<file path="src/rtl/ps2_tx_multi_if.sv">
// Bundle of the host-side write port and the per-channel PS/2 line/status signals.
//   master : drives wr_strobe/wr_ch/wr_data/flush, observes line and status outputs
//   slave  : the transmitter; receives writes/flushes, drives ps2_clk/ps2_data/busy/
//            fifo_full/overflow
// NCH must match the NCH of the ps2_tx_multi instance the interface is bound to.
interface ps2_tx_multi_if #(
    parameter int unsigned NCH = 2,
    parameter int unsigned CHW = (NCH > 1) ? $clog2(NCH) : 1
);
    logic           wr_strobe;
    logic [CHW-1:0] wr_ch;
    logic [7:0]     wr_data;
    logic [NCH-1:0] flush;
    logic [NCH-1:0] ps2_clk;
    logic [NCH-1:0] ps2_data;
    logic [NCH-1:0] busy;
    logic [NCH-1:0] fifo_full;
    logic [NCH-1:0] overflow;

    modport master (
        output wr_strobe, wr_ch, wr_data, flush,
        input  ps2_clk, ps2_data, busy, fifo_full, overflow
    );

    modport slave (
        input  wr_strobe, wr_ch, wr_data, flush,
        output ps2_clk, ps2_data, busy, fifo_full, overflow
    );
endinterface

</file>
<file path="src/rtl/ps2_tx_multi.sv">
// Multi-channel PS/2 device-side transmitter. Each of NCH channels owns a byte FIFO
// and an 11-bit frame sequencer (start, 8 data LSB first, odd parity, stop). All
// channels share one clock divider, so concurrent frames are bit-aligned.
// Ports:
//   clk   : system clock, rising edge
//   reset : synchronous active-high reset
//   bus   : slave side of ps2_tx_multi_if (write port, flush, PS/2 lines, status)
module ps2_tx_multi #(
    parameter int unsigned NCH       = 2,
    parameter int unsigned FIFO_BITS = 3,
    parameter int unsigned CLK_DIV   = 1000
) (
    input logic           clk,
    input logic           reset,
    ps2_tx_multi_if.slave bus
);
    localparam int unsigned Depth = 2 ** FIFO_BITS;
    localparam int unsigned DivW  = (CLK_DIV > 1) ? $clog2(CLK_DIV) : 1;
    localparam int unsigned ChW   = (NCH > 1) ? $clog2(NCH) : 1;

    localparam logic [DivW-1:0]    DivLast = DivW'(CLK_DIV - 1);
    localparam logic [DivW-1:0]    DivOne  = DivW'(1);
    localparam logic [FIFO_BITS:0] PtrOne  = (FIFO_BITS + 1)'(1);
    localparam logic [FIFO_BITS:0] PtrFull = {1'b1, {FIFO_BITS{1'b0}}};

    // State n (1..8) drives data bit n-1 at its rise event.
    typedef enum logic [3:0] {
        StIdle   = 4'd0,
        StBit0   = 4'd1,
        StBit1   = 4'd2,
        StBit2   = 4'd3,
        StBit3   = 4'd4,
        StBit4   = 4'd5,
        StBit5   = 4'd6,
        StBit6   = 4'd7,
        StBit7   = 4'd8,
        StParity = 4'd9,
        StStop   = 4'd10,
        StEnd    = 4'd11
    } state_e;

    logic [DivW-1:0]    div_q;
    logic               phase_q;
    state_e             state_q  [NCH];
    logic [7:0]         shreg_q  [NCH];
    logic [FIFO_BITS:0] wr_ptr_q [NCH];
    logic [FIFO_BITS:0] rd_ptr_q [NCH];
    logic [7:0]         mem_q    [NCH][Depth];
    logic [NCH-1:0]     data_q;
    logic [NCH-1:0]     ovf_q;

    logic           tc;
    logic           rise;
    logic [NCH-1:0] empty;
    logic [NCH-1:0] full;
    logic [NCH-1:0] wr_hit;
    logic [NCH-1:0] bit_sel;
    logic [NCH-1:0] clk_out;
    logic [NCH-1:0] busy_out;

    always_comb begin
        tc   = (div_q == DivLast);
        rise = tc & ~phase_q;
        for (int unsigned n = 0; n < NCH; n++) begin
            empty[n]    = (wr_ptr_q[n] == rd_ptr_q[n]);
            full[n]     = ((wr_ptr_q[n] ^ rd_ptr_q[n]) == PtrFull);
            // Out-of-range wr_ch matches no channel, so it is silently ignored.
            wr_hit[n]   = bus.wr_strobe && (bus.wr_ch == ChW'(n));
            bit_sel[n]  = shreg_q[n][3'(state_q[n] - 4'd1)];
            clk_out[n]  = phase_q | (state_q[n] == StIdle);
            busy_out[n] = (state_q[n] != StIdle);
        end
    end

    always_ff @(posedge clk) begin
        if (reset) begin
            div_q   <= '0;
            phase_q <= 1'b0;
            data_q  <= '1;
            ovf_q   <= '0;
            for (int unsigned n = 0; n < NCH; n++) begin
                state_q[n]  <= StIdle;
                shreg_q[n]  <= '0;
                wr_ptr_q[n] <= '0;
                rd_ptr_q[n] <= '0;
            end
        end else begin
            if (tc) begin
                div_q   <= '0;
                phase_q <= ~phase_q;
            end else begin
                div_q <= div_q + DivOne;
            end

            for (int unsigned n = 0; n < NCH; n++) begin
                // FIFO: flush wins over both a write and a pop in the same cycle.
                if (bus.flush[n]) begin
                    wr_ptr_q[n] <= '0;
                    rd_ptr_q[n] <= '0;
                    ovf_q[n]    <= 1'b0;
                end else begin
                    if (wr_hit[n]) begin
                        // Fullness is judged before any same-cycle pop.
                        if (full[n]) begin
                            ovf_q[n] <= 1'b1;
                        end else begin
                            mem_q[n][wr_ptr_q[n][FIFO_BITS-1:0]] <= bus.wr_data;
                            wr_ptr_q[n] <= wr_ptr_q[n] + PtrOne;
                        end
                    end
                    if (rise && state_q[n] == StIdle && !empty[n]) begin
                        rd_ptr_q[n] <= rd_ptr_q[n] + PtrOne;
                    end
                end

                // Frame sequencer: advances and changes data only on rise events.
                if (rise) begin
                    unique case (state_q[n])
                        StIdle: begin
                            if (!empty[n]) begin
                                shreg_q[n] <= mem_q[n][rd_ptr_q[n][FIFO_BITS-1:0]];
                                data_q[n]  <= 1'b0;
                                state_q[n] <= StBit0;
                            end
                        end
                        StBit0, StBit1, StBit2, StBit3, StBit4, StBit5, StBit6, StBit7: begin
                            data_q[n]  <= bit_sel[n];
                            state_q[n] <= state_e'(state_q[n] + 4'd1);
                        end
                        StParity: begin
                            data_q[n]  <= ~^shreg_q[n];
                            state_q[n] <= StStop;
                        end
                        StStop: begin
                            data_q[n]  <= 1'b1;
                            state_q[n] <= StEnd;
                        end
                        StEnd: begin
                            data_q[n]  <= 1'b1;
                            state_q[n] <= StIdle;
                        end
                        default: begin
                            data_q[n]  <= 1'b1;
                            state_q[n] <= StIdle;
                        end
                    endcase
                end
            end
        end
    end

    assign bus.ps2_clk   = clk_out;
    assign bus.ps2_data  = data_q;
    assign bus.busy      = busy_out;
    assign bus.fifo_full = full;
    assign bus.overflow  = ovf_q;
endmodule

</file>
<file path="src/flat_wrapper.sv">
// flat-port wrapper written by rule: the top's interface ports become plain ports
module ps2_tx_multi_flat 
#(
    parameter int unsigned NCH       = 2,
    parameter int unsigned FIFO_BITS = 3,
    parameter int unsigned CLK_DIV   = 1000
)
  (clk, reset, bus_wr_strobe, bus_wr_ch, bus_wr_data, bus_flush, bus_ps2_clk, bus_ps2_data, bus_busy, bus_fifo_full, bus_overflow);
  ps2_tx_multi_if #(.NCH(NCH)) bus_i ();
  input logic clk;
  input logic reset;
  input wire logic [$bits(bus_i.wr_strobe)-1:0] bus_wr_strobe;
  input wire logic [$bits(bus_i.wr_ch)-1:0] bus_wr_ch;
  input wire logic [$bits(bus_i.wr_data)-1:0] bus_wr_data;
  input wire logic [$bits(bus_i.flush)-1:0] bus_flush;
  output wire logic [$bits(bus_i.ps2_clk)-1:0] bus_ps2_clk;
  output wire logic [$bits(bus_i.ps2_data)-1:0] bus_ps2_data;
  output wire logic [$bits(bus_i.busy)-1:0] bus_busy;
  output wire logic [$bits(bus_i.fifo_full)-1:0] bus_fifo_full;
  output wire logic [$bits(bus_i.overflow)-1:0] bus_overflow;
  assign bus_i.wr_strobe = bus_wr_strobe;
  assign bus_i.wr_ch = bus_wr_ch;
  assign bus_i.wr_data = bus_wr_data;
  assign bus_i.flush = bus_flush;
  assign bus_ps2_clk = bus_i.ps2_clk;
  assign bus_ps2_data = bus_i.ps2_data;
  assign bus_busy = bus_i.busy;
  assign bus_fifo_full = bus_i.fifo_full;
  assign bus_overflow = bus_i.overflow;
  ps2_tx_multi #(.NCH(NCH), .FIFO_BITS(FIFO_BITS), .CLK_DIV(CLK_DIV)) u_core (.clk(clk), .reset(reset), .bus(bus_i));
endmodule
</file>
<file path="config.mk">
export PLATFORM = sky130hd
export DESIGN_NAME = ps2_tx_multi_flat
export DESIGN_NICKNAME = d
export VERILOG_FILES = /design/src/rtl/ps2_tx_multi_if.sv /design/src/rtl/ps2_tx_multi.sv /design/src/flat_wrapper.sv
export SDC_FILE = /design/constraint.sdc
export NUM_CORES = 1
export LEC_CHECK = 0
export CORE_UTILIZATION = 40
export DETAILED_ROUTE_END_ITERATION = 10
export HOLD_SLACK_MARGIN = 0.06
export REMOVE_ABC_BUFFERS = 1
export SETUP_SLACK_MARGIN = 0.2
export SYNTH_ARGS = -nofsm -noshare
export SYNTH_HDL_FRONTEND = slang
export SYNTH_SLANG_ARGS = --single-unit
</file>
<file path="constraint.sdc">
create_clock -name clk -period 3.66 [get_ports clk]
set_input_delay 1.098 -clock clk [delete_from_list [all_inputs] [get_ports clk]]
set_output_delay 1.098 -clock clk [all_outputs]
set_load 0.01 [all_outputs]
</file>
Word-level counts from Yosys, hierarchy flattened. Memories as Yosys holds them, arrays and structs flattened. Index checks and enable logic that the tools add are counted.

Reduce and logical (&&, ||, !) cells: 28. Order comparisons: 8. Bitwise logic cells: 33. Muxes and demuxes: 121. Add/sub/neg operators: 9. Equal/unequal tests: 29.

Operators by type and width (count): $mux 64 (4); $mux 1 (81); $mux 4 (20); $mux 8 (8); $reduce_or 64->1 (1); $bmux 8 s3 (2); $demux 8 s3 (2); $eq 4x4->1 const B (10); $eq 4x3->1 const B (8); $add 4x1->4 const B (6); $or 1x1->1 (24); $reduce_or 12->1 (2); $eq 4x2->1 const B (4); $ge 4x4->1 const B (4); $not 3->4 (4); $reduce_or 8->1 (2); $reduce_xnor 8->1 (2); $add 10x1->10 const B (1); $eq 10x10->1 const B (1); $eq 4x1->1 const B (2); $eq 4x4->1 (2); $logic_and 1x1->1 (8); $logic_not 4->1 (2); $lt 3x4->1 const B (2); 12 further kinds (26).

Bits of input ports: 14. Register bits after elaboration: 15. Memories: 5. RAM bits: 168. Word-level logic and storage cells: 239.

Memory list: u_core.mem_q (depth 2, bits a word 64, rd ports 2, clocked after memory_dff 0, wr ports 1, line ps2_tx_multi.sv:48) `logic [7:0] mem_q [NCH][Depth];`; u_core.shreg_q (depth 2, bits a word 8, rd ports 2, clocked after memory_dff 0, wr ports 2, line ps2_tx_multi.sv:45) `logic [7:0] shreg_q [NCH];`; u_core.rd_ptr_q (depth 2, bits a word 4, rd ports 2, clocked after memory_dff 0, wr ports 2, line ps2_tx_multi.sv:47) `logic [FIFO_BITS:0] rd_ptr_q [NCH];`; u_core.state_q (depth 2, bits a word 4, rd ports 2, clocked after memory_dff 0, wr ports 2, line ps2_tx_multi.sv:44) `state_e state_q [NCH];`; u_core.wr_ptr_q (depth 2, bits a word 4, rd ports 2, clocked after memory_dff 0, wr ports 2, line ps2_tx_multi.sv:46) `logic [FIFO_BITS:0] wr_ptr_q [NCH];`.

Longest topological paths before layout.
Depth in word-level cells: 12. Depth in mapped cells: 8. Depth with buffers taken out: 8.

Least setup slack after synthesis. OpenSTA, ideal clock, no wires.

Path type: input -> register. Start: input port reset. End: memory u_core.mem_q[0][112] in the netlist's numbering (enable). Setup time: 0.383 ns. Arrival time: 2.686 ns. Setup slack: 0.590 ns. Data required time: 3.277 ns. Cell stages on the path: 4. Cells stage by stage: clkbuf_1 > or4_4 > or2_4 > nor3_1.

Longest elaborated chain between the ends: 4. Elaborated cells on any way between the ends: 7. Classes of those cells: mux (6); reduce/logical (1).

RTL lines: from (decl) (line flat_wrapper.sv:11) `input logic reset;`; $mux 1 (line ps2_tx_multi.sv:76) `if (reset) begin`; $mux 64 (implied by the code) (line ps2_tx_multi.sv:107) `mem_q[n][wr_ptr_q[n][FIFO_BITS-1:0]] <= bus.wr_data;`; $reduce_or 64->1 (no source line); $mux 1 (no source line) / $mux 64 (equally long branches); to (decl) (line ps2_tx_multi.sv:48).

Parallel ways exist; a longest one is shown, timed or not.

==> results.sh <==
export IMPL_netlist_top_cell_by_area="sky130_fd_sc_hd__edfxtp_1"
export IMPL_gr_usage_met3=0.03599
export IMPL_hpwlAfterDp_um=10900
export IMPL_number_of_antenna_violations_at_the_first_check_in_global_routing=0
export IMPL_worst_slew_pin_transition_ns=0.8141
export IMPL_postSynthCellCount=517
export IMPL_postPlaceCellArea_um2=8731
export IMPL_seq_area_frac_synth=0.6638
export IMPL_cts_root_buf="sky130_fd_sc_hd__clkbuf_16"
export IMPL_dieWidth_um=143.9
export IMPL_dr_vias=4405
export IMPL_longest_individual_stage_delay_on_the_worst_path_ns=0.52
export IMPL_fin_cells=848
export IMPL_route_detailed_drc=0
export IMPL_avgRoutedWirePerCell_um=18.27
export IMPL_worstReg2RegStart="u_core.wr_ptr_q[1][2]"
export IMPL_ys_flop_type="sky130_fd_sc_hd__edfxtp_1"
export IMPL_cts_htree_levels=4
export IMPL_drt_initial_drc_count=365
export IMPL_layout_commonest_cell="sky130_fd_sc_hd__edfxtp_1"
export IMPL_yosysWarnings=0
export IMPL_max_freq_mhz=301.5
export IMPL_slew_violations=0
export IMPL_worst_clock_skew_ns=0.008586
export IMPL_post_synthesis_instance_area_um2=8053
export IMPL_number_of_global_route_vias_before_repair=4495
export IMPL_gp_congestion=0.7921
export IMPL_critical_path_reg2reg_endpoint="u_core.state_q[1][3]"
export IMPL_ir_worst_vdd_mv=0.2867
export IMPL_timing_critical_path_buf_inv=4
export IMPL_timing_final_setup_violations=0
export IMPL_maxSlewHeadroom=0.4496
export IMPL_diodes=0
export IMPL_hold_viol_final=0
export IMPL_die_area_um2=20700
export IMPL_nNetsFinal=598
export IMPL_die_height_um=143.9
export IMPL_globalRouteMet2Util=0.2667
export IMPL_critical_path_endpoint_type="output port"
export IMPL_clock_network_latency_to_the_later_pin_of_the_worst_skew_pair_ns=0.43
export IMPL_worst_path_max_delay_cell="sky130_fd_sc_hd__clkdlybuf4s50_1"
export IMPL_tritoncts_num_sinks=183
export IMPL_areaGrowthSynthToFinish_pct=16.63
export IMPL_timing_hold_worst_path_depth=1
export IMPL_syn_mean_instance_area_um2=15.58
export IMPL_track_usage=0.1660
export IMPL_grt_busiest_layer="met2"
export IMPL_cts_buffers_inserted=17
export IMPL_leftover_overflow_at_the_end_of_global_routing=0
export IMPL_routed_via_density=5.195
export IMPL_fp_row_count=51
export IMPL_number_of_optimization_iterations_in_the_first_detailed_route_pass=5
export IMPL_status="completed"
export IMPL_synth_top_area_frac=0.6265
export IMPL_layout_common_cells="sky130_fd_sc_hd__edfxtp_1, sky130_fd_sc_hd__nor2_1, sky130_fd_sc_hd__mux4_2"
export IMPL_design_area_um2=9392
export IMPL_min_period_over_period=0.9062
export IMPL_ios=24
export IMPL_fin_total_pwr_uw=4478
export IMPL_drv_max_cap_violation_count=0
export IMPL_worst_path_dominant_cell_family="buffers and inverters"
export IMPL_totalWireLength_um=15490
export IMPL_cpMostUsedCell="sky130_fd_sc_hd__inv_1"
export IMPL_rrSetupSlack_ns=1.08
export IMPL_grt_first_pass_wirelength_um=24940
export IMPL_path_cells="inv_1 > ha_1 > nand2b_1 > nor2_1 > buf_4 > inv_1 > nand2_1 > clkdlybuf4s50_1"
export IMPL_final_layout_size_suffix_gt1_frac=0.2058
export IMPL_placedCellCount=814
export IMPL_grt_setup_unrepaired="no"
export IMPL_worst_hold_path_type="register to register"
export IMPL_clk_path_buf_depth=2
export IMPL_timing_hold_worst_start="u_core.div_q[0]"
export IMPL_io_buffers=23
export IMPL_setup_tns_ns=0
export IMPL_ys_ff_latch=183
export IMPL_synth_enable_flop_cells=168
export IMPL_cp_arrival_ns=2.22
export IMPL_grt_max_degree=21
export IMPL_synth_lib_cells_used_distinct=55
export IMPL_globalRouteMet1Util=0.2265
export IMPL_path_clk_slew_ns=0.07
export IMPL_core_um2=19590
export IMPL_cts_tree="built"
export IMPL_path_max_fanout=6
export IMPL_criticalPathCategory="register to output port"
export IMPL_drt_antenna_violating_nets=0
export IMPL_crit_required_ns=2.56
export IMPL_netlist_top_cells_area="sky130_fd_sc_hd__edfxtp_1, sky130_fd_sc_hd__mux4_2, sky130_fd_sc_hd__dfxtp_1, sky130_fd_sc_hd__nor2_1, sky130_fd_sc_hd__xnor2_1"
export IMPL_setup_worst_path_start_class="register"
export IMPL_layout_min_cycle_time_ns=3.317
export IMPL_synth_async_sr_flop_share=0
export IMPL_power_per_cell_area_nw_per_um2=476.8
export IMPL_leakage_uw=0.003144
export IMPL_worst_r2r_path_depth=5
export IMPL_whs_endpoint="u_core.div_q[0]"
export IMPL_starting_density_of_the_core=0.4111
through the flow:
| stage | utilization | setup WS (ns) | hold WS [ns] |
|---|---|---|---|
| 3_5_place_dp | 0.4457 | 0.4525 | 0.4560 |
| 5_1_grt | 0.4794 | 0.2158 | 0.5121 |
| 4_1_cts | 0.4787 | 0.2546 | 0.4746 |
| 3_3_place_gp | 0.4457 | 0.5308 | 0.4467 |
| 6_report | 0.4794 | 0.3434 | 0.4800 |
| 2_1_floorplan | - | 0.5969 | 0.4299 |
area by class of cell:
| class | instances | area (um2) |
|---|---|---|
| Fill cell | 1687 | 10200 |
| Clock inverter | 15 | 200.2 |
| Tap cell | 265 | 331.6 |
| Clock buffer | 17 | 425.4 |
| Sequential cell | 183 | 5345 |
| Timing Repair Buffer | 53 | 455.4 |
| Multi-Input combinational cell | 294 | 2555 |
| Inverter | 21 | 78.83 |
metal layers:
layer  share of wire  vias to the layer above
li1                -                     2083
met1            0.47                     2213
met2            0.48                       99
met3           0.040                       10
met4          0.0094                        0
met5               0                        -
cell usage after synthesis (all sizes together) (4+ instances only):
cell type	instances
o21ai	10
nor4b	5
xor2	15
buf	11
inv	21
nand2	15
nor2	61
edfxtp	168
xnor2	23
mux2i	17
nand2b	9
mux4	36
nand3	14
nor4	4
clkbuf	8
a211oi	5
or2	6
a31oi	8
nor3	11
ha	14
a21oi	7
dfxtp	15
state kept, by name, indices dropped and copies added (netlist names):
register / flops
u_core.mem_q: 128
u_core.shreg_q: 16
u_core.div_q: 10
u_core.rd_ptr_q: 8
u_core.state_q: 8
u_core.wr_ptr_q: 8
u_core.bus.overflow: 2
u_core.bus.ps2_data: 2
u_core.phase_q: 1
cell families after synthesis:
| logic type | after synthesis | share of synthesized area |
|---|---|---|
| buffers and inverters | 40 | 0.02144 |
| muxes | 55 | 0.1246 |
| xor gates and xnor gates | 38 | 0.04133 |
| DFF | 183 | 0.6638 |
| adders and majority gates | 14 | 0.02175 |
| AOI/OAI and AO/OA | 39 | 0.03108 |
| and+or+nand+nor | 148 | 0.09602 |
worst reg2reg max path: cells and delay by family (launching register included):
family                    cells  cell delay (ns)
xor gates and xnor gates      1             0.23
and+or+nand+nor               4             1.59
DFF                           1             0.52
power by group:
| group | internal, uW | leakage, uW | switching, uW |
|---|---|---|---|
| combinational | 116 | 0.00114 | 140 |
| sequential | 2310 | 0.00170 | 26.6 |
| clock | 996 | 0.000304 | 894 |
| total | 3420 | 0.00314 | 1060 |
worst max path at each step:
| stage | from | to | cells after the start |
|---|---|---|---|
| 6_report | u_core.state_q[0][1] | bus_ps2_clk[0] | 8 |
| 5_1_grt | u_core.state_q[0][1] | bus_ps2_clk[0] | 8 |
| 3_3_place_gp | reset | u_core.mem_q[0][112] | 5 |
| 3_5_place_dp | reset | u_core.mem_q[0][5] | 5 |
| 4_1_cts | u_core.wr_ptr_q[0][1] | bus_fifo_full[0] | 3 |
| 2_1_floorplan | u_core.rd_ptr_q[1][0] | u_core.mem_q[0][112] | 5 |
what timing repair did:
| action | 4_1_cts | 5_1_grt |
|---|---|---|
| setup endpoints to repair | 3 | 3 |
| hold buffers | 0 | 0 |
| setup buffers | 2 | 0 |
| resized for setup | 1 | 3 |
No activity file was read; power rests on OpenSTA's default activity.
